$ cat config.mk
export PLATFORM = sky130hd
export DESIGN_NAME = lcd_msg_arbiter_flat
export DESIGN_NICKNAME = d
export VERILOG_FILES = /design/src/rtl/lcd_msg_arbiter_if.sv /design/src/rtl/lcd_msg_arbiter.sv /design/src/flat_wrapper.sv
export SDC_FILE = /design/constraint.sdc
export NUM_CORES = 1
export LEC_CHECK = 0
export CAP_MARGIN = 0
export CORE_MARGIN = 2
export CORE_UTILIZATION = 52
export DETAILED_ROUTE_END_ITERATION = 7
export PLACE_DENSITY_LB_ADDON = 0.08
export SYNTH_ARGS = -nofsm -noshare
export SYNTH_HDL_FRONTEND = slang
export SYNTH_SLANG_ARGS = --single-unit
export TNS_END_PERCENT = 20
$ cat constraint.sdc
create_clock -name clk -period 5.9 [get_ports clk]
set_clock_uncertainty 0.1 [all_clocks]
set_input_delay 1.18 -clock clk [delete_from_list [all_inputs] [get_ports clk]]
set_output_delay 1.18 -clock clk [all_outputs]
set_load 0.03 [all_outputs]
$ cat src/rtl/lcd_msg_arbiter_if.sv
// Purpose : requester and LCD command-port bundle for lcd_msg_arbiter.
// Signals : req/req_row/req_text  - per-requester row update requests (in to arbiter)
//           ack                   - per-requester completion pulse (out of arbiter)
//           cmd_valid/cmd_rs/cmd_data/cmd_ready - byte handshake to the LCD driver
//           init_done/busy        - status (out of arbiter)
// Modports: master = arbiter side, slave = requesters + LCD driver side.
interface lcd_msg_arbiter_if #(
    parameter int unsigned NUM_REQ = 2
);
    logic [NUM_REQ-1:0]     req;
    logic [NUM_REQ-1:0]     req_row;
    logic [NUM_REQ*128-1:0] req_text;
    logic [NUM_REQ-1:0]     ack;
    logic                   cmd_valid;
    logic                   cmd_rs;
    logic [7:0]             cmd_data;
    logic                   cmd_ready;
    logic                   init_done;
    logic                   busy;

    modport master (
        input  req, req_row, req_text, cmd_ready,
        output ack, cmd_valid, cmd_rs, cmd_data, init_done, busy
    );

    modport slave (
        output req, req_row, req_text, cmd_ready,
        input  ack, cmd_valid, cmd_rs, cmd_data, init_done, busy
    );
endinterface

$ cat src/rtl/lcd_msg_arbiter.sv
// Purpose : shares an LCD1602 between NUM_REQ requesters. Runs the HD44780 init
//           sequence once after a power-up delay, then grants requesters in
//           round-robin order; each grant streams an address byte plus 16 chars.
// Ports   : clk, rst_n (async active-low)
//           io_bus : lcd_msg_arbiter_if.master (requests, acks, LCD byte port, status)
module lcd_msg_arbiter #(
    parameter int unsigned NUM_REQ        = 2,
    parameter int unsigned POWERUP_CYCLES = 1000000
) (
    input  logic                 clk,
    input  logic                 rst_n,
    lcd_msg_arbiter_if.master    io_bus
);
    localparam int unsigned TEXT_W   = 128;
    localparam int unsigned CNT_W    = $clog2(POWERUP_CYCLES + 1);
    localparam int unsigned PTR_W    = $clog2(NUM_REQ);
    localparam int unsigned IDX_W    = 4;
    localparam int unsigned INIT_LEN = 5;

    typedef enum logic [2:0] {
        S_POWERUP, S_INIT, S_IDLE, S_ADDR, S_CHAR, S_DONE
    } state_t;

    state_t             r_state, w_state_nxt;
    logic [CNT_W-1:0]   r_cnt, w_cnt_nxt;
    logic [2:0]         r_init_idx, w_init_idx_nxt;
    logic [IDX_W-1:0]   r_idx, w_idx_nxt;
    logic [PTR_W-1:0]   r_ptr, w_ptr_nxt;
    logic [TEXT_W-1:0]  r_buf, w_buf_nxt;
    logic               r_row, w_row_nxt;

    logic               r_cmd_valid, w_cmd_valid;
    logic               r_cmd_rs, w_cmd_rs;
    logic [7:0]         r_cmd_data, w_cmd_data;
    logic [NUM_REQ-1:0] r_ack, w_ack;
    logic               r_init_done, w_init_done;
    logic               r_busy, w_busy;

    logic               w_xfer;
    logic               w_grant;
    logic [PTR_W-1:0]   w_winner;
    logic [PTR_W+6:0]   w_text_base;
    logic [IDX_W-1:0]   w_byte_sel;
    int                 v_cand;

    assign w_xfer = r_cmd_valid & io_bus.cmd_ready;

    function automatic logic [7:0] init_byte(input logic [2:0] idx);
        case (idx)
            3'd0:    return 8'h38;
            3'd1:    return 8'h08;
            3'd2:    return 8'h01;
            3'd3:    return 8'h06;
            default: return 8'h0C;
        endcase
    endfunction

    // State, datapath and registered outputs.
    always_ff @(posedge clk or negedge rst_n) begin
        if (!rst_n) begin
            r_state     <= S_POWERUP;
            r_cnt       <= '0;
            r_init_idx  <= '0;
            r_idx       <= '0;
            r_ptr       <= PTR_W'(NUM_REQ - 1);
            r_buf       <= '0;
            r_row       <= 1'b0;
            r_cmd_valid <= 1'b0;
            r_cmd_rs    <= 1'b0;
            r_cmd_data  <= '0;
            r_ack       <= '0;
            r_init_done <= 1'b0;
            r_busy      <= 1'b0;
        end else begin
            r_state     <= w_state_nxt;
            r_cnt       <= w_cnt_nxt;
            r_init_idx  <= w_init_idx_nxt;
            r_idx       <= w_idx_nxt;
            r_ptr       <= w_ptr_nxt;
            r_buf       <= w_buf_nxt;
            r_row       <= w_row_nxt;
            r_cmd_valid <= w_cmd_valid;
            r_cmd_rs    <= w_cmd_rs;
            r_cmd_data  <= w_cmd_data;
            r_ack       <= w_ack;
            r_init_done <= w_init_done;
            r_busy      <= w_busy;
        end
    end

    // Next-state and datapath updates; round-robin search starts at pointer+1.
    always_comb begin
        w_state_nxt    = r_state;
        w_cnt_nxt      = r_cnt;
        w_init_idx_nxt = r_init_idx;
        w_idx_nxt      = r_idx;
        w_ptr_nxt      = r_ptr;
        w_buf_nxt      = r_buf;
        w_row_nxt      = r_row;
        w_grant        = |io_bus.req;
        w_winner       = r_ptr;
        v_cand         = 0;

        // Descending scan so the closest candidate after the pointer wins.
        for (int k = int'(NUM_REQ); k >= 1; k--) begin
            v_cand = int'(r_ptr) + k;
            if (v_cand >= int'(NUM_REQ)) v_cand = v_cand - int'(NUM_REQ);
            if (io_bus.req[PTR_W'(v_cand)]) w_winner = PTR_W'(v_cand);
        end
        w_text_base = {w_winner, 7'd0};

        case (r_state)
            S_POWERUP: begin
                if (r_cnt == CNT_W'(POWERUP_CYCLES - 1)) begin
                    w_state_nxt = S_INIT;
                    w_cnt_nxt   = '0;
                end else begin
                    w_cnt_nxt = r_cnt + CNT_W'(1);
                end
            end
            S_INIT: begin
                if (w_xfer) begin
                    if (r_init_idx == 3'(INIT_LEN - 1)) begin
                        w_state_nxt    = S_IDLE;
                        w_init_idx_nxt = '0;
                    end else begin
                        w_init_idx_nxt = r_init_idx + 3'd1;
                    end
                end
            end
            S_IDLE: begin
                if (w_grant) begin
                    w_state_nxt = S_ADDR;
                    w_ptr_nxt   = w_winner;
                    w_buf_nxt   = io_bus.req_text[w_text_base +: TEXT_W];
                    w_row_nxt   = io_bus.req_row[w_winner];
                end
            end
            S_ADDR: begin
                if (w_xfer) begin
                    w_state_nxt = S_CHAR;
                    w_idx_nxt   = '0;
                end
            end
            S_CHAR: begin
                if (w_xfer) begin
                    if (r_idx == IDX_W'(15)) w_state_nxt = S_DONE;
                    else                     w_idx_nxt   = r_idx + IDX_W'(1);
                end
            end
            S_DONE:  w_state_nxt = S_IDLE;
            default: w_state_nxt = S_POWERUP;
        endcase
    end

    // Output decode from next state so outputs are registered yet aligned with state.
    always_comb begin
        w_cmd_valid = 1'b0;
        w_cmd_rs    = 1'b0;
        w_cmd_data  = '0;
        w_ack       = '0;
        w_byte_sel  = IDX_W'(15) - w_idx_nxt;
        w_busy      = (w_state_nxt != S_IDLE);
        w_init_done = (w_state_nxt != S_POWERUP) && (w_state_nxt != S_INIT);

        case (w_state_nxt)
            S_INIT: begin
                w_cmd_valid = 1'b1;
                w_cmd_data  = init_byte(w_init_idx_nxt);
            end
            S_ADDR: begin
                w_cmd_valid = 1'b1;
                w_cmd_data  = w_row_nxt ? 8'hC0 : 8'h80;
            end
            S_CHAR: begin
                w_cmd_valid = 1'b1;
                w_cmd_rs    = 1'b1;
                w_cmd_data  = w_buf_nxt[{w_byte_sel, 3'b000} +: 8];
            end
            S_DONE:  w_ack = NUM_REQ'(1) << w_ptr_nxt;
            default: ;
        endcase
    end

    assign io_bus.cmd_valid = r_cmd_valid;
    assign io_bus.cmd_rs    = r_cmd_rs;
    assign io_bus.cmd_data  = r_cmd_data;
    assign io_bus.ack       = r_ack;
    assign io_bus.init_done = r_init_done;
    assign io_bus.busy      = r_busy;
endmodule

$ cat src/flat_wrapper.sv
// flat-port wrapper written by rule: the top's interface ports become plain ports
module lcd_msg_arbiter_flat 
#(
    parameter int unsigned NUM_REQ        = 2,
    parameter int unsigned POWERUP_CYCLES = 1000000
)
  (clk, rst_n, io_bus_req, io_bus_req_row, io_bus_req_text, io_bus_cmd_ready, io_bus_ack, io_bus_cmd_valid, io_bus_cmd_rs, io_bus_cmd_data, io_bus_init_done, io_bus_busy);
  lcd_msg_arbiter_if #(.NUM_REQ(NUM_REQ)) io_bus_i ();
  input  logic clk;
  input  logic rst_n;
  input wire logic [$bits(io_bus_i.req)-1:0] io_bus_req;
  input wire logic [$bits(io_bus_i.req_row)-1:0] io_bus_req_row;
  input wire logic [$bits(io_bus_i.req_text)-1:0] io_bus_req_text;
  input wire logic [$bits(io_bus_i.cmd_ready)-1:0] io_bus_cmd_ready;
  output wire logic [$bits(io_bus_i.ack)-1:0] io_bus_ack;
  output wire logic [$bits(io_bus_i.cmd_valid)-1:0] io_bus_cmd_valid;
  output wire logic [$bits(io_bus_i.cmd_rs)-1:0] io_bus_cmd_rs;
  output wire logic [$bits(io_bus_i.cmd_data)-1:0] io_bus_cmd_data;
  output wire logic [$bits(io_bus_i.init_done)-1:0] io_bus_init_done;
  output wire logic [$bits(io_bus_i.busy)-1:0] io_bus_busy;
  assign io_bus_i.req = io_bus_req;
  assign io_bus_i.req_row = io_bus_req_row;
  assign io_bus_i.req_text = io_bus_req_text;
  assign io_bus_i.cmd_ready = io_bus_cmd_ready;
  assign io_bus_ack = io_bus_i.ack;
  assign io_bus_cmd_valid = io_bus_i.cmd_valid;
  assign io_bus_cmd_rs = io_bus_i.cmd_rs;
  assign io_bus_cmd_data = io_bus_i.cmd_data;
  assign io_bus_init_done = io_bus_i.init_done;
  assign io_bus_busy = io_bus_i.busy;
  lcd_msg_arbiter #(.NUM_REQ(NUM_REQ), .POWERUP_CYCLES(POWERUP_CYCLES)) u_core (.clk(clk), .rst_n(rst_n), .io_bus(io_bus_i));
endmodule
# --- Yosys cells after proc, flatten, opt, wreduce, memory -nomap -nowiden ---
# Index checks and enable logic that the tools add are counted.
totals:
  register_bits: 174
  input_bits: 263
  output_inout_bits: 14
  elab_cells: 91
op_classes:
  add_sub_neg: 8
  n_lt_le_gt_ge: 5
  eq_ne: 17
  shifts: 3
  n_mux: 38
  bitwise: 1
  reduce_logical: 6
ops:
  columns: ["cell", "n"]
  rows:
  - ["$mux W128", 2]
  - ["$shiftx A256 B9 Y128", 1]
  - ["$shiftx A128 B8 Y8", 1]
  - ["$mux W3", 10]
  - ["$pmux W6 S4", 1]
  - ["$pmux W8 S3", 1]
  - ["$add A20 B1 Y20 const B", 1]
  - ["$eq A20 B20 Y1 const B", 1]
  - ["$mux W20", 1]
  - ["$pmux W3 S6", 1]
  - ["$mux W1", 16]
  - ["$eq A3 B2 Y1 const B", 5]
  - ["$eq A3 B3 Y1 const B", 5]
  - ["$mux W4", 3]
  - ["$eq A3 B1 Y1 const B", 3]
  - ["$pmux W4 S2", 1]
  - ["$mux W7", 1]
  - ["$logic_not A3 Y1", 2]
  - ["$lt A1 B3 Y1 const B", 2]
  - ["$add A4 B1 Y4 const B", 1]
  - ["$eq A4 B4 Y1 const B", 1]
  - ["$sub A4 B4 Y4 const A", 1]
  - ["$add A1 B2 Y3 const B", 1]
  - ["$add A3 B1 Y3 const B", 1]
  - ["other kinds (14)", 15]

# --- Longest topological paths before layout ---
# Gate-level depths: netlist of run 1.
logic_depth:
  ltp_word: 14
  depth_mapped: 11
  mapped_depth_nobuf: 9

# --- Least setup slack after synthesis of run 1 ---
# OpenSTA, ideal clock, no wires.
synth_timing:
  path_type: "input to register"
  from: "input io_bus_cmd_ready"
  to: "register u_core.r_cmd_data[5] (netlist: u_core.io_bus.cmd_data[5])"
  setup_time_ns: 0.120
  t_arrival_ns: 3.103
  required_ns: 5.680
  setup_slack_ns: 2.577
  cell_stages: 9
  n_path_buf: 2
  path_cell_list: "and2_1 clkbuf_1 a31oi_1 a2bb2oi_4 inv_2 buf_2 mux4_2 a2111o_1 a31o_1"
synth_between:
  elab_chain_len: 6
  word_cells_on_any_way: 21
  cone_classes: "add/sub (1); eq/ne (6); shift (1); mux (11); bitwise (1); reduce/logical (1)"
synth_rtl:
  columns: ["element", "line_no", "rtl"]
  rows:
  - ["from (decl)", "flat_wrapper.sv:14", "input wire logic [$bits(io_bus_i.cmd_ready)-1:0] io_bus_cmd_ready;"]
  - ["$and A1 B1 Y1 *", "lcd_msg_arbiter.sv:46", "assign w_xfer = r_cmd_valid & io_bus.cmd_ready;"]
  - ["$mux W4, on equally long branches", "lcd_msg_arbiter.sv:146, lcd_msg_arbiter.sv:140", null]
  - ["$pmux W4 S2 *", "lcd_msg_arbiter.sv:112", "case (r_state)"]
  - ["named net u_core.w_idx_nxt[1]", "lcd_msg_arbiter.sv:27", "logic [IDX_W-1:0] r_idx, w_idx_nxt;"]
  - ["$sub A4 B4 Y4 *", "lcd_msg_arbiter.sv:162", "w_byte_sel = IDX_W'(15) - w_idx_nxt;"]
  - ["$shiftx A128 B8 Y8 *", "lcd_msg_arbiter.sv:178", "w_cmd_data = w_buf_nxt[{w_byte_sel, 3'b000} +: 8];"]
  - ["$pmux W8 S3 *", "lcd_msg_arbiter.sv:166", "case (w_state_nxt)"]
  - ["named net u_core.w_cmd_data[5]", "lcd_msg_arbiter.sv:34", "logic [7:0] r_cmd_data, w_cmd_data;"]
  - ["to (signal assigned)", "lcd_msg_arbiter.sv:84", "r_cmd_data <= w_cmd_data;"]
  - ["to (decl)", "lcd_msg_arbiter.sv:34", null]
# Mark *: on every way through the listed nets, which the timed path passes. The rest lies on a longest branch.
# A chain may end at the register's enable or synchronous reset.

# --- Final worst setup path of run 1 ---
layout_timing:
  from: "input io_bus_req[0]"
  to: "register u_core.r_cmd_data[1] (netlist: u_core.io_bus.cmd_data[1])"
layout_between:
  elab_chain_len: 9
  word_cells_on_any_way: 17
  cone_classes: "eq/ne (3); shift (2); mux (11); reduce/logical (1)"
layout_rtl:
  columns: ["element", "line_no", "rtl"]
  rows:
  - ["from (decl)", "flat_wrapper.sv:11", "input wire logic [$bits(io_bus_i.req)-1:0] io_bus_req;"]
  - ["$mux W1 (implied by the code) (2 in series)", "lcd_msg_arbiter.sv:108", "if (io_bus.req[PTR_W'(v_cand)]) w_winner = PTR_W'(v_cand);"]
  - ["$mux W1 (2 in series)", "lcd_msg_arbiter.sv:108", null]
  - ["$shiftx A256 B9 Y128", "lcd_msg_arbiter.sv:135", "w_buf_nxt = io_bus.req_text[w_text_base +: TEXT_W];"]
  - ["$mux W128 *", "lcd_msg_arbiter.sv:132", "if (w_grant) begin"]
  - ["$mux W128 *", "lcd_msg_arbiter.sv:112", null]
  - ["named net u_core.w_buf_nxt[49]", "lcd_msg_arbiter.sv:29", "logic [TEXT_W-1:0] r_buf, w_buf_nxt;"]
  - ["$shiftx A128 B8 Y8 *", "lcd_msg_arbiter.sv:178", null]
  - ["$pmux W8 S3 *", "lcd_msg_arbiter.sv:166", null]
  - ["named net u_core.w_cmd_data[1]", "lcd_msg_arbiter.sv:34", null]
# Mark *: on every way through the listed nets, which the timed path passes. The rest lies on a longest branch. The select of a mux whose other input is x is not followed.

==> results of run 1 <==
stage by stage:
stage | utilization (%) | instance area (sq um) | instances | worst slack, ns
6_report | 73.18 | 13060 | 1380 | 1.631
5_1_grt | 73.17 | 13050 | 1379 | 1.389
4_1_cts | 73.17 | 13050 | 1379 | 1.672
3_5_place_dp | 69.56 | 12410 | 1347 | 1.227
3_3_place_gp | 69.56 | 12410 | 1347 | 1.258
2_1_floorplan | - | 9418 | 877 | 2.577
final cells by class:
class                      count  area share (%)
multi-input combinational    614           36.10
clock buffer                  18           3.364
clock inverter                14           1.572
inverter                      38           1.112
timing repair buffer         292           22.28
tap                          229           2.195
sequential                   174           33.36
antenna                        1         0.01917
where the power goes:
part           leakage, nW  total (mW)  internal (mW)  switching (mW)
Sequential            2.35        1.19           1.19               0
Clock                0.313        1.22          0.729           0.490
Combinational         3.06       0.298          0.202          0.0962
critical path: stages:
cell             delay [ns]
clkdlybuf4s50_1        0.69
xor2_4                 0.55
buf_12                 0.29
mux2i_1                0.23
o21ai_0                0.12
mux4_2                 0.52
a2111oi_0              0.69
o31ai_1                0.16
cell usage after synthesis (3+ instances only):
library cell	count	area share [%]
mux2_2	94	11
nor3_1	3	0.16
a21oi_1	36	1.9
inv_1	35	1.4
dfrtp_1	173	46
xor2_1	5	0.46
o22ai_1	7	0.46
ha_1	4	0.53
nand4_1	5	0.33
a2111oi_0	6	0.56
buf_1	4	0.16
o21ai_0	67	3.6
nand3_1	11	0.58
buf_2	26	1.4
mux2i_1	112	12
nor2_1	38	1.5
clkbuf_1	16	0.64
or3_1	4	0.27
nor4_1	4	0.27
o21a_1	5	0.40
and3_1	5	0.33
a211o_1	6	0.56
a31oi_1	4	0.27
a211oi_1	20	1.6
mux4_2	11	2.6
nor2b_1	4	0.27
buf_4	5	0.40
nand2_1	105	4.2
and2_1	4	0.27
xnor2_1	14	1.3
how the worst min path moves through the flow:
stage                       endpoint  slack (ns)  depth (start not counted)
global placement    u_core.r_buf[54]        0.37                          2
floorplan               u_core.r_row        0.35                          2
detailed placement  u_core.r_buf[57]        0.37                          2
finish              u_core.r_buf[57]        0.39                          2
global route        u_core.r_buf[34]        0.41                          1
CTS                 u_core.r_buf[57]        0.39                          2
flip-flops by register name, indices dropped and copies added, names as in the netlist:
name and flops:
u_core.r_buf 128, u_core.r_state 3, u_core.io_bus.init_done 1, u_core.r_ptr 1
u_core.io_bus.busy 1, u_core.io_bus.cmd_valid 1, u_core.r_init_idx 3, u_core.r_cnt 20
u_core.r_idx 4, u_core.r_row 1, u_core.io_bus.cmd_rs 1, u_core.io_bus.ack 2
u_core.io_bus.cmd_data 8
metal layers:
metal	GRT usage (%)	routed length, um
met1	34.97	10610
met5	0	0
met4	8.861	548
met3	6.215	1629
met2	46.09	12660
logic make-up after synthesis:
kind of cell / count (synthesis) / share of synthesized area, %
DFF: 174 / 46.25
xor gates and xnor gates: 19 / 1.767
AOI/OAI and AO/OA: 172 / 11.60
buffers and inverters: 89 / 4.119
adders and majority gates: 4 / 0.5314
and+or+nand+nor: 202 / 9.964
muxes: 217 / 25.77
==> reports/qor.yml, run 1 <==
sta:
  tns_ns: 0
  final_hold_viol_count: 0
  drv_slew: 0
  whs_ns: 0.3879
  finalCriticalPeriod_ns: 4.269
  worst_pin_slew_ns: 0.9797
  rsz0062_at_grt: "no"
  max_slew_margin_pct: 34.33
  max_freq_ghz: 0.2342
  post-route-period-util_pct: 72.36
  setup_viol: 0
worst_setup_path:
  rr_startpoint: "u_core.r_state[2]"
  crit_fanout: 26
  critPathKind: "in2reg"
  reg2regPathDepth: 8
  cp-end-kind: "flop"
  crit_path_end: "u_core.io_bus.cmd_data[1]"
  regToRegEndpoint: "u_core.io_bus.cmd_data[1]"
  startpoint: "io_bus_req[0]"
  worstPathArrival_ns: 4.45
  cp-start-kind: "input port"
  required_ns: 6.08
  rrSetupSlack_ns: 2.26
route:
  dr.first_iter.drc_count: 518
  drcViolationCount: 0
  dr_total_vias: 7708
  vias_per_cell: 5.586
  first_pass_iters: 5
  routed_wl_um: 25450
  ant_nets: 0
  routedWlPerCell_um: 18.44
placed_design:
  gp_congestion: 0.8850
  place_hpwl_um: 18720
  io_buffers: 276
grt:
  overflow: 0
  grt_pass1_wl_um: 41140
  antenna_found_initial: 1
  grt_pass1_vias: 7962
  grt_usage_pct: 27.24
  grt_max_degree: 87
clock_tree:
  cts_root_buf: "clkbuf_16"
  post_cts_buffers: 0
  clk_pin_slew_ns: 0.07
  cts_sinks: 174
  clockBufferDepth: 2
  clock_latency_ns: 0.43
  htreeDepth: 4
  holdBufCountCts: 0
  cts_made_buffers: 17
  ctsResizeCount: 0
  cts_tree: "yes"
yosys:
  synthArstFlopShare_pct: 100.0
  synth_edf_count: 0
  syn_area_per_cell_sq_um: 10.74
  synth_seq_cells: 174
  yosys.cell_types.count: 62
  synth.cell_area_sq_um: 9418
  ys_seq_area_share_pct: 46.25
  syn_nets: 1144
  dominantRegCellSynth: "dfrtp_1"
  ys_warn_count: 0
  syn_inst: 877
finish:
  layout_commonest_cell: "clkdlybuf4s50_1"
  area_growth_pct: 38.63
  layout-drive-gt1-share_pct: 14.87
  ff_latch_area_sq_um: 4355
  fillers: 1335
  final_nets: 1404
  final_cell_mix: "clkdlybuf4s50_1, dfrtp_1, mux2i_1, nand2_1, mux2_2"
  multi_input_area_sq_um: 4713
power:
  ir_worst_vdd_v: 0.0002032
  cellPowerDensity_nw_per_um2: 207.5
  total_power_mw: 2.710
  leakagePower_nw: 5.722
outcome:
  status: "completed"
floorplan:
  die_area_sq_um: 19200
  core_sq_um: 17840
  ios: 277
  die_h_um: 138.6
  initial_core_util_pct: 52.79
  num_rows: 49
  die_x_um: 138.6
run:
  cap_violations: 0
worst_hold_path:
  min-delay-start: "u_core.r_buf[57]"
  hold_class: "reg2reg"
(Power assumes the default switching activity.)
==> run 2, diff against run 1 <==
--- a/config.mk
+++ b/config.mk
@@ -7,7 +7,7 @@
 export LEC_CHECK = 0
 export CAP_MARGIN = 0
 export CORE_MARGIN = 2
-export CORE_UTILIZATION = 52
+export CORE_UTILIZATION = 44
 export DETAILED_ROUTE_END_ITERATION = 7
 export PLACE_DENSITY_LB_ADDON = 0.08
 export SYNTH_ARGS = -nofsm -noshare
==> constraint.sdc (replaced) <==
create_clock -name clk -period 3.7 [get_ports clk]
set_clock_uncertainty 0.1 [all_clocks]
set_input_delay 0.74 -clock clk [delete_from_list [all_inputs] [get_ports clk]]
set_output_delay 0.74 -clock clk [all_outputs]
set_load 0.03 [all_outputs]
==> reports/qor.yml, run 2 (synthesized netlist as in run 1, its figures left out) <==
placed_design:
  io_buffers: 276  # unchanged
  place_area_sq_um: 12750  # +2.8%
  place_inst: 1421  # +5.5%
  place_hpwl_um: 20100  # +7.4%
  gp_congestion: 0.8620  # -2.6%
finish:
  largest_register_ffs: 128  # unchanged
  fillers: 1783  # +34%
  multi_input_area_sq_um: 4713  # unchanged
  regMostFlops: "u_core.r_buf"
  num_antenna_cells: 0  # -1
  finalInstanceArea_sq_um: 13330  # +2.1%
  layout-drive-gt1-share_pct: 16.81  # +1.9 points
  layout_commonest_cell: "clkdlybuf4s50_1"
  ff_latch_area_sq_um: 4355  # unchanged
  finalNonFillerCells: 1453  # +5.3%
  final_cell_mix: "clkdlybuf4s50_1, dfrtp_1, mux2i_1, nand2_1, mux2_2"
  final_nets: 1432  # +2.0%
  area_growth_pct: 41.49
route:
  dr_total_vias: 7607  # -1.3%
  routedWlPerCell_um: 18.23  # -1.1%
  dr.first_iter.drc_count: 383  # -26%
  drcViolationCount: 0  # unchanged
  first_pass_iters: 5  # unchanged
  routed_wl_um: 26490  # +4.1%
  vias_per_cell: 5.235  # -6.3%
  ant_nets: 0  # unchanged
clock_tree:
  cts_made_buffers: 17  # unchanged
  clk_pin_slew_ns: 0.07  # about the same
  post_cts_buffers: 0  # unchanged
  cts_tree: "yes"
  htreeDepth: 4  # unchanged
  cts_sinks: 174  # unchanged
  clockBufferDepth: 2  # unchanged
  holdBufCountCts: 0  # unchanged
  cts_root_buf: "clkbuf_16"
  ctsResizeCount: 0  # unchanged
  clock_latency_ns: 0.43  # about the same
grt:
  grt_pass1_wl_um: 40610  # -1.3%
  grt_max_degree: 77  # -11%
  antenna_found_initial: 0  # -1
  grt_usage_pct: 23.73  # -3.5 points
  grt_pass1_vias: 7661  # -3.8%
  overflow: 0  # unchanged
worst_setup_path:
  cp-end-kind: "flop"
  worstPathArrival_ns: 3.45  # -1.00 ns
  crit_path_end: "u_core.io_bus.cmd_data[1]"
  crit_fanout: 33  # +27%
  worstPathCellList: "clkdlybuf4s50_1 -> xor2_4 -> buf_12 -> buf_12 -> mux2i_1 -> o21ai_0 -> mux4_2 -> a2111oi_0 -> o31ai_1"
  cpLargestDelayFamily: "buffers and inverters"
  rrSetupSlack_ns: 0.68  # -1.58 ns
  startpoint: "io_bus_req[0]"
  critPathSlowestCell: "clkdlybuf4s50_1"
  cp.buffers_inverters: 3  # +1
  cp-start-kind: "input port"
  crit_top_cell: "buf_12"
  path_depth: 9  # +1
  required_ns: 3.90  # -2.18 ns
  regToRegEndpoint: "u_core.io_bus.cmd_data[4]"
  cpPeakStageDelay_ns: 0.59  # -0.10 ns
  critPathKind: "in2reg"
  reg2regPathDepth: 10  # +2
  rr_startpoint: "u_core.r_idx[0]"
power:
  switching_share_pct: 22.37  # +0.74 points
  cellPowerDensity_nw_per_um2: 309.6  # +49%
  leakagePower_nw: 5.850  # +2.2%
  netSwitchingPower_mw: 0.9228  # +57%
  ir_worst_vdd_v: 0.0002296  # +13%
  seqPwrFrac_pct: 46.1  # +2.1 points
  internal_power_mw: 3.203  # +51%
  combinationalPowerShare_pct: 12.1  # +1.1 points
  power.share.clock_pct: 41.8  # -3.2 points
sta:
  worst_pin_slew_ns: 0.6098  # -0.3699 ns
  drv_slew: 0  # unchanged
  setup_viol: 0  # unchanged
  final_hold_viol_count: 0  # unchanged
  tns_ns: 0  # unchanged
  max_freq_ghz: 0.3073
  rsz0062_at_grt: "no"
  max_slew_margin_pct: 59.35  # +25 points
  post-route-period-util_pct: 87.94
  finalCriticalPeriod_ns: 3.254
worst_hold_path:
  hold_class: "in2async"
floorplan:
  die_area_sq_um: 22590  # +18%
  initial_core_util_pct: 44.80  # -8.0 points
  ios: 277  # unchanged
  num_rows: 53  # +8.2%
  die_x_um: 150.3  # +8.5%
  die_h_um: 150.3  # +8.5%
  core_sq_um: 21020  # +18%
outcome:
  status: "completed"
run:
  cap_violations: 0  # unchanged
## run 2: metal layers
| layer | vias to the layer above | part of all wire [%] | track usage [%] |
|---|---|---|---|
| met5 | - | 0 | 0 |
| met4 | 0 | 2.0 | 6.934 |
| met3 | 37 | 5.8 | 4.394 |
| met2 | 247 | 48 | 39.14 |
| met1 | 3606 | 44 | 32.04 |
| li1 | 3717 | - | - |
## run 2: worst register-to-register path, delay by kind of cell, from the launching register on
family | cells | cell delay [ns]
flops | 1 | 0.47
buf+inv | 2 | 0.35
compound gates | 4 | 0.75
simple gates | 2 | 0.67
mux | 1 | 0.32
fa+ha+maj | 1 | 0.30
## run 2: stage by stage
stage | worst slack, ns | power, mW | hold WS [ns] | utilization (%)
after floorplan | 0.8172 | 2.066 | 0.3444 | -
after global placement | 0.07928 | 2.439 | 0.3641 | 60.68
after detailed placement | 0.01083 | 2.442 | 0.3764 | 60.68
after CTS | 0.4540 | 4.165 | 0.2442 | 63.39
after global routing | 0.2316 | 4.269 | 0.2663 | 63.39
final | 0.4461 | 4.126 | 0.2194 | 63.39
## run 2: worst min path at each step
stage                                start                   end  slack (ns)
after floorplan                      rst_n  u_core.io_bus.ack[0]        0.34
after global placement        u_core.r_row          u_core.r_row        0.36
after detailed placement  u_core.r_cnt[15]      u_core.r_cnt[15]        0.38
after CTS                            rst_n      u_core.r_buf[71]        0.24
after global routing                 rst_n      u_core.r_buf[71]        0.27
final                                rst_n      u_core.r_buf[71]        0.22
## run 2: final cells by class
class                   instances  area share, %
clock buffers                  20          3.427
multi-input cells             614          35.37
clock inverters                12         0.8545
flip-flops and latches        174          32.69
inverters                      38          1.089
well taps                     275          2.582
repair buffers                320          23.99
## run 2: power by group through the flow
stage          clock (mW)  sequential (mW)  combinational (mW)
2_1_floorplan           0             1.94               0.128
3_3_place_gp            0             1.94               0.501
3_5_place_dp            0             1.94               0.504
4_1_cts              1.76             1.90               0.506
5_1_grt              1.83             1.90               0.535
6_report             1.73             1.90               0.498
==> run 3, diff against run 2 <==
--- a/config.mk
+++ b/config.mk
@@ -7,9 +7,11 @@
 export LEC_CHECK = 0
 export CAP_MARGIN = 0
 export CORE_MARGIN = 2
-export CORE_UTILIZATION = 44
+export CORE_UTILIZATION = 45
+export CTS_BUF_LIST = sky130_fd_sc_hd__clkbuf_4 sky130_fd_sc_hd__clkbuf_8
 export DETAILED_ROUTE_END_ITERATION = 7
 export PLACE_DENSITY_LB_ADDON = 0.08
+export SETUP_SLACK_MARGIN = 0.2
 export SYNTH_ARGS = -nofsm -noshare
 export SYNTH_HDL_FRONTEND = slang
 export SYNTH_SLANG_ARGS = --single-unit
==> reports/qor.yml, run 3 (synthesized netlist as in run 1, its figures left out) <==
worst_setup_path:
  required_ns: 3.94  # +0.04 ns
  rrSetupSlack_ns: 0.69  # about the same
  critPathKind: "in2reg"
  worstPathArrival_ns: 3.41  # -0.04 ns
  startpoint: "io_bus_req[0]"
  crit_fanout: 20  # -39%
  rr_startpoint: "u_core.r_idx[0]"
  cp-end-kind: "flop"
  cp-start-kind: "input port"
  reg2regPathDepth: 10  # unchanged
route:
  first_pass_iters: 4  # -1
  ant_nets: 0  # unchanged
  routedWlPerCell_um: 17.39  # -4.6%
  vias_per_cell: 5.247  # +0.22%
  dr.first_iter.drc_count: 394  # +2.9%
  drcViolationCount: 0  # unchanged
  routed_wl_um: 25170  # -5.0%
  dr_total_vias: 7592  # -0.20%
placed_design:
  place_hpwl_um: 19100  # -5.0%
  dp_slack_ns: 0.04985  # +0.03902 ns
  gp_congestion: 0.8171  # -5.2%
  io_buffers: 276  # unchanged
clock_tree:
  clockBufferDepth: 2  # unchanged
  clock_latency_ns: 0.47  # +0.04 ns
  cts_made_buffers: 17  # unchanged
  htreeDepth: 4  # unchanged
  ctsResizeCount: 0  # unchanged
  cts_root_buf: "clkbuf_8"
  cts_tree: "yes"
  post_cts_buffers: 0  # unchanged
  cts_sinks: 174  # unchanged
  clk_pin_slew_ns: 0.10  # +0.03 ns
  holdBufCountCts: 0  # unchanged
finish:
  regMostFlops: "u_core.r_buf"
  layout_commonest_cell: "clkdlybuf4s50_1"
  num_antenna_cells: 0  # unchanged
  final_cell_mix: "clkdlybuf4s50_1, dfrtp_1, mux2i_1, nand2_1, mux2_2"
  largest_register_ffs: 128  # unchanged
  final_nets: 1431  # -0.070%
  layout-drive-gt1-share_pct: 16.82  # about the same
  fillers: 1681  # -5.7%
  area_growth_pct: 40.30
floorplan:
  initial_core_util_pct: 46.25  # +1.4 points
  die_x_um: 148.7  # -1.1%
  die_h_um: 148.7  # -1.1%
  ios: 277  # unchanged
  num_rows: 52  # -1.9%
  die_area_sq_um: 22100  # -2.2%
  core_sq_um: 20360  # -3.1%
sta:
  rsz0062_at_grt: "no"
  max_slew_margin_pct: 52.25  # -7.1 points
  finalCriticalPeriod_ns: 3.168  # -0.08566 ns
  max_freq_ghz: 0.3156  # +2.7%
  worst_slack_ns: 0.5317  # +0.08566 ns
  worst_pin_slew_ns: 0.7162  # +0.1064 ns
  tns_ns: 0  # unchanged
  final_hold_viol_count: 0  # unchanged
  setup_viol: 0  # unchanged
  drv_slew: 0  # unchanged
  post-route-period-util_pct: 85.63  # -2.3 points
power:
  ir_worst_vdd_v: 0.0001906  # -17%
  switching_share_pct: 22.42  # +0.053 points
  power.share.clock_pct: 38.3  # -3.5 points
  leakagePower_nw: 5.810  # -0.69%
  cellPowerDensity_nw_per_um2: 293.9  # -5.1%
  netSwitchingPower_mw: 0.8705  # -5.7%
  combinationalPowerShare_pct: 12.7  # +0.6 points
  seqPwrFrac_pct: 48.9  # +2.8 points
  internal_power_mw: 3.012  # -5.9%
  total_power_mw: 3.883  # -5.9%
grt:
  grt_max_degree: 90  # +17%
  overflow: 0  # unchanged
  grt_usage_pct: 23.50  # -0.23 points
  grt_pass1_wl_um: 40370  # -0.61%
  antenna_found_initial: 0  # unchanged
  grt_pass1_vias: 7769  # +1.4%
worst_hold_path:
  hold_class: "in2async"
run:
  cap_violations: 0  # unchanged
outcome:
  status: "completed"
[run 3: cell count changes in the layout (fill, tap and decap cells not counted)]
| cell | before | now |
|---|---|---|
| bufinv_16 | 1 | 4 |
| clkbuf_16 | 17 | 0 |
| inv_6 | 1 | 3 |
| clkbuf_8 | 3 | 19 |
| buf_12 | 8 | 10 |
| buf_4 | 36 | 33 |
| clkinvlp_4 | 4 | 2 |
| clkbuf_1 | 1 | 0 |
| clkinv_4 | 4 | 2 |
| clkbuf_4 | 0 | 2 |
| clkinv_2 | 2 | 1 |
[run 3: per-stage QoR]
stage                     instances  util, %  hold WS [ns]  instance area (sq um)
after global routing           1447    64.88        0.2422                  13210
after global placement         1415    62.69        0.3641                  12770
after CTS                      1447    64.88        0.2280                  13210
after floorplan                 877        -        0.3444                   9418
final                          1447    64.88        0.1839                  13210
after detailed placement       1415    62.69        0.3754                  12770
[run 3: critical path, cell delays in order]
cell	delay, ns
clkdlybuf4s50_1	0.59
xor2_4	0.23
buf_12	0.21
buf_12	0.18
mux2i_1	0.19
o21ai_0	0.12
mux4_2	0.49
a2111oi_0	0.51
o31ai_1	0.13
[run 3: layout make-up]
class                      count  area, sq um  area share (%)
multi-input combinational    614         4713           35.67
sequential                   174         4355           32.96
timing repair buffer         319         3214           24.33
tap                          270        337.8           2.557
clock buffer                  20        262.8           1.989
clock inverter                12        183.9           1.392
inverter                      38        145.1           1.098
[run 3: final timing paths]
path	endpoint
worst max-delay path	u_core.io_bus.cmd_data[1]
worst min-delay path	u_core.r_buf[71]
worst max register to register	u_core.io_bus.cmd_data[0]
worst min register to register	u_core.r_cnt[15]
max in group asynchronous	u_core.r_idx[0]
min in group clk	u_core.r_cnt[15]
[run 3: metal layers]
metal	routed length, um	vias to the layer above	track usage [%]
li1	-	3715	-
met3	1498	41	5.000
met4	563	0	7.381
met5	0	-	0
met1	11270	3593	31.77
met2	11840	243	38.15
[run 3: power by group through the flow]
| stage | clock network [mW] | registers (mW) | logic, mW |
|---|---|---|---|
| after floorplan | 0 | 1.94 | 0.128 |
| after global placement | 0 | 1.94 | 0.499 |
| after detailed placement | 0 | 1.94 | 0.501 |
| after CTS | 1.51 | 1.90 | 0.503 |
| after global routing | 1.59 | 1.90 | 0.535 |
| final | 1.49 | 1.90 | 0.495 |
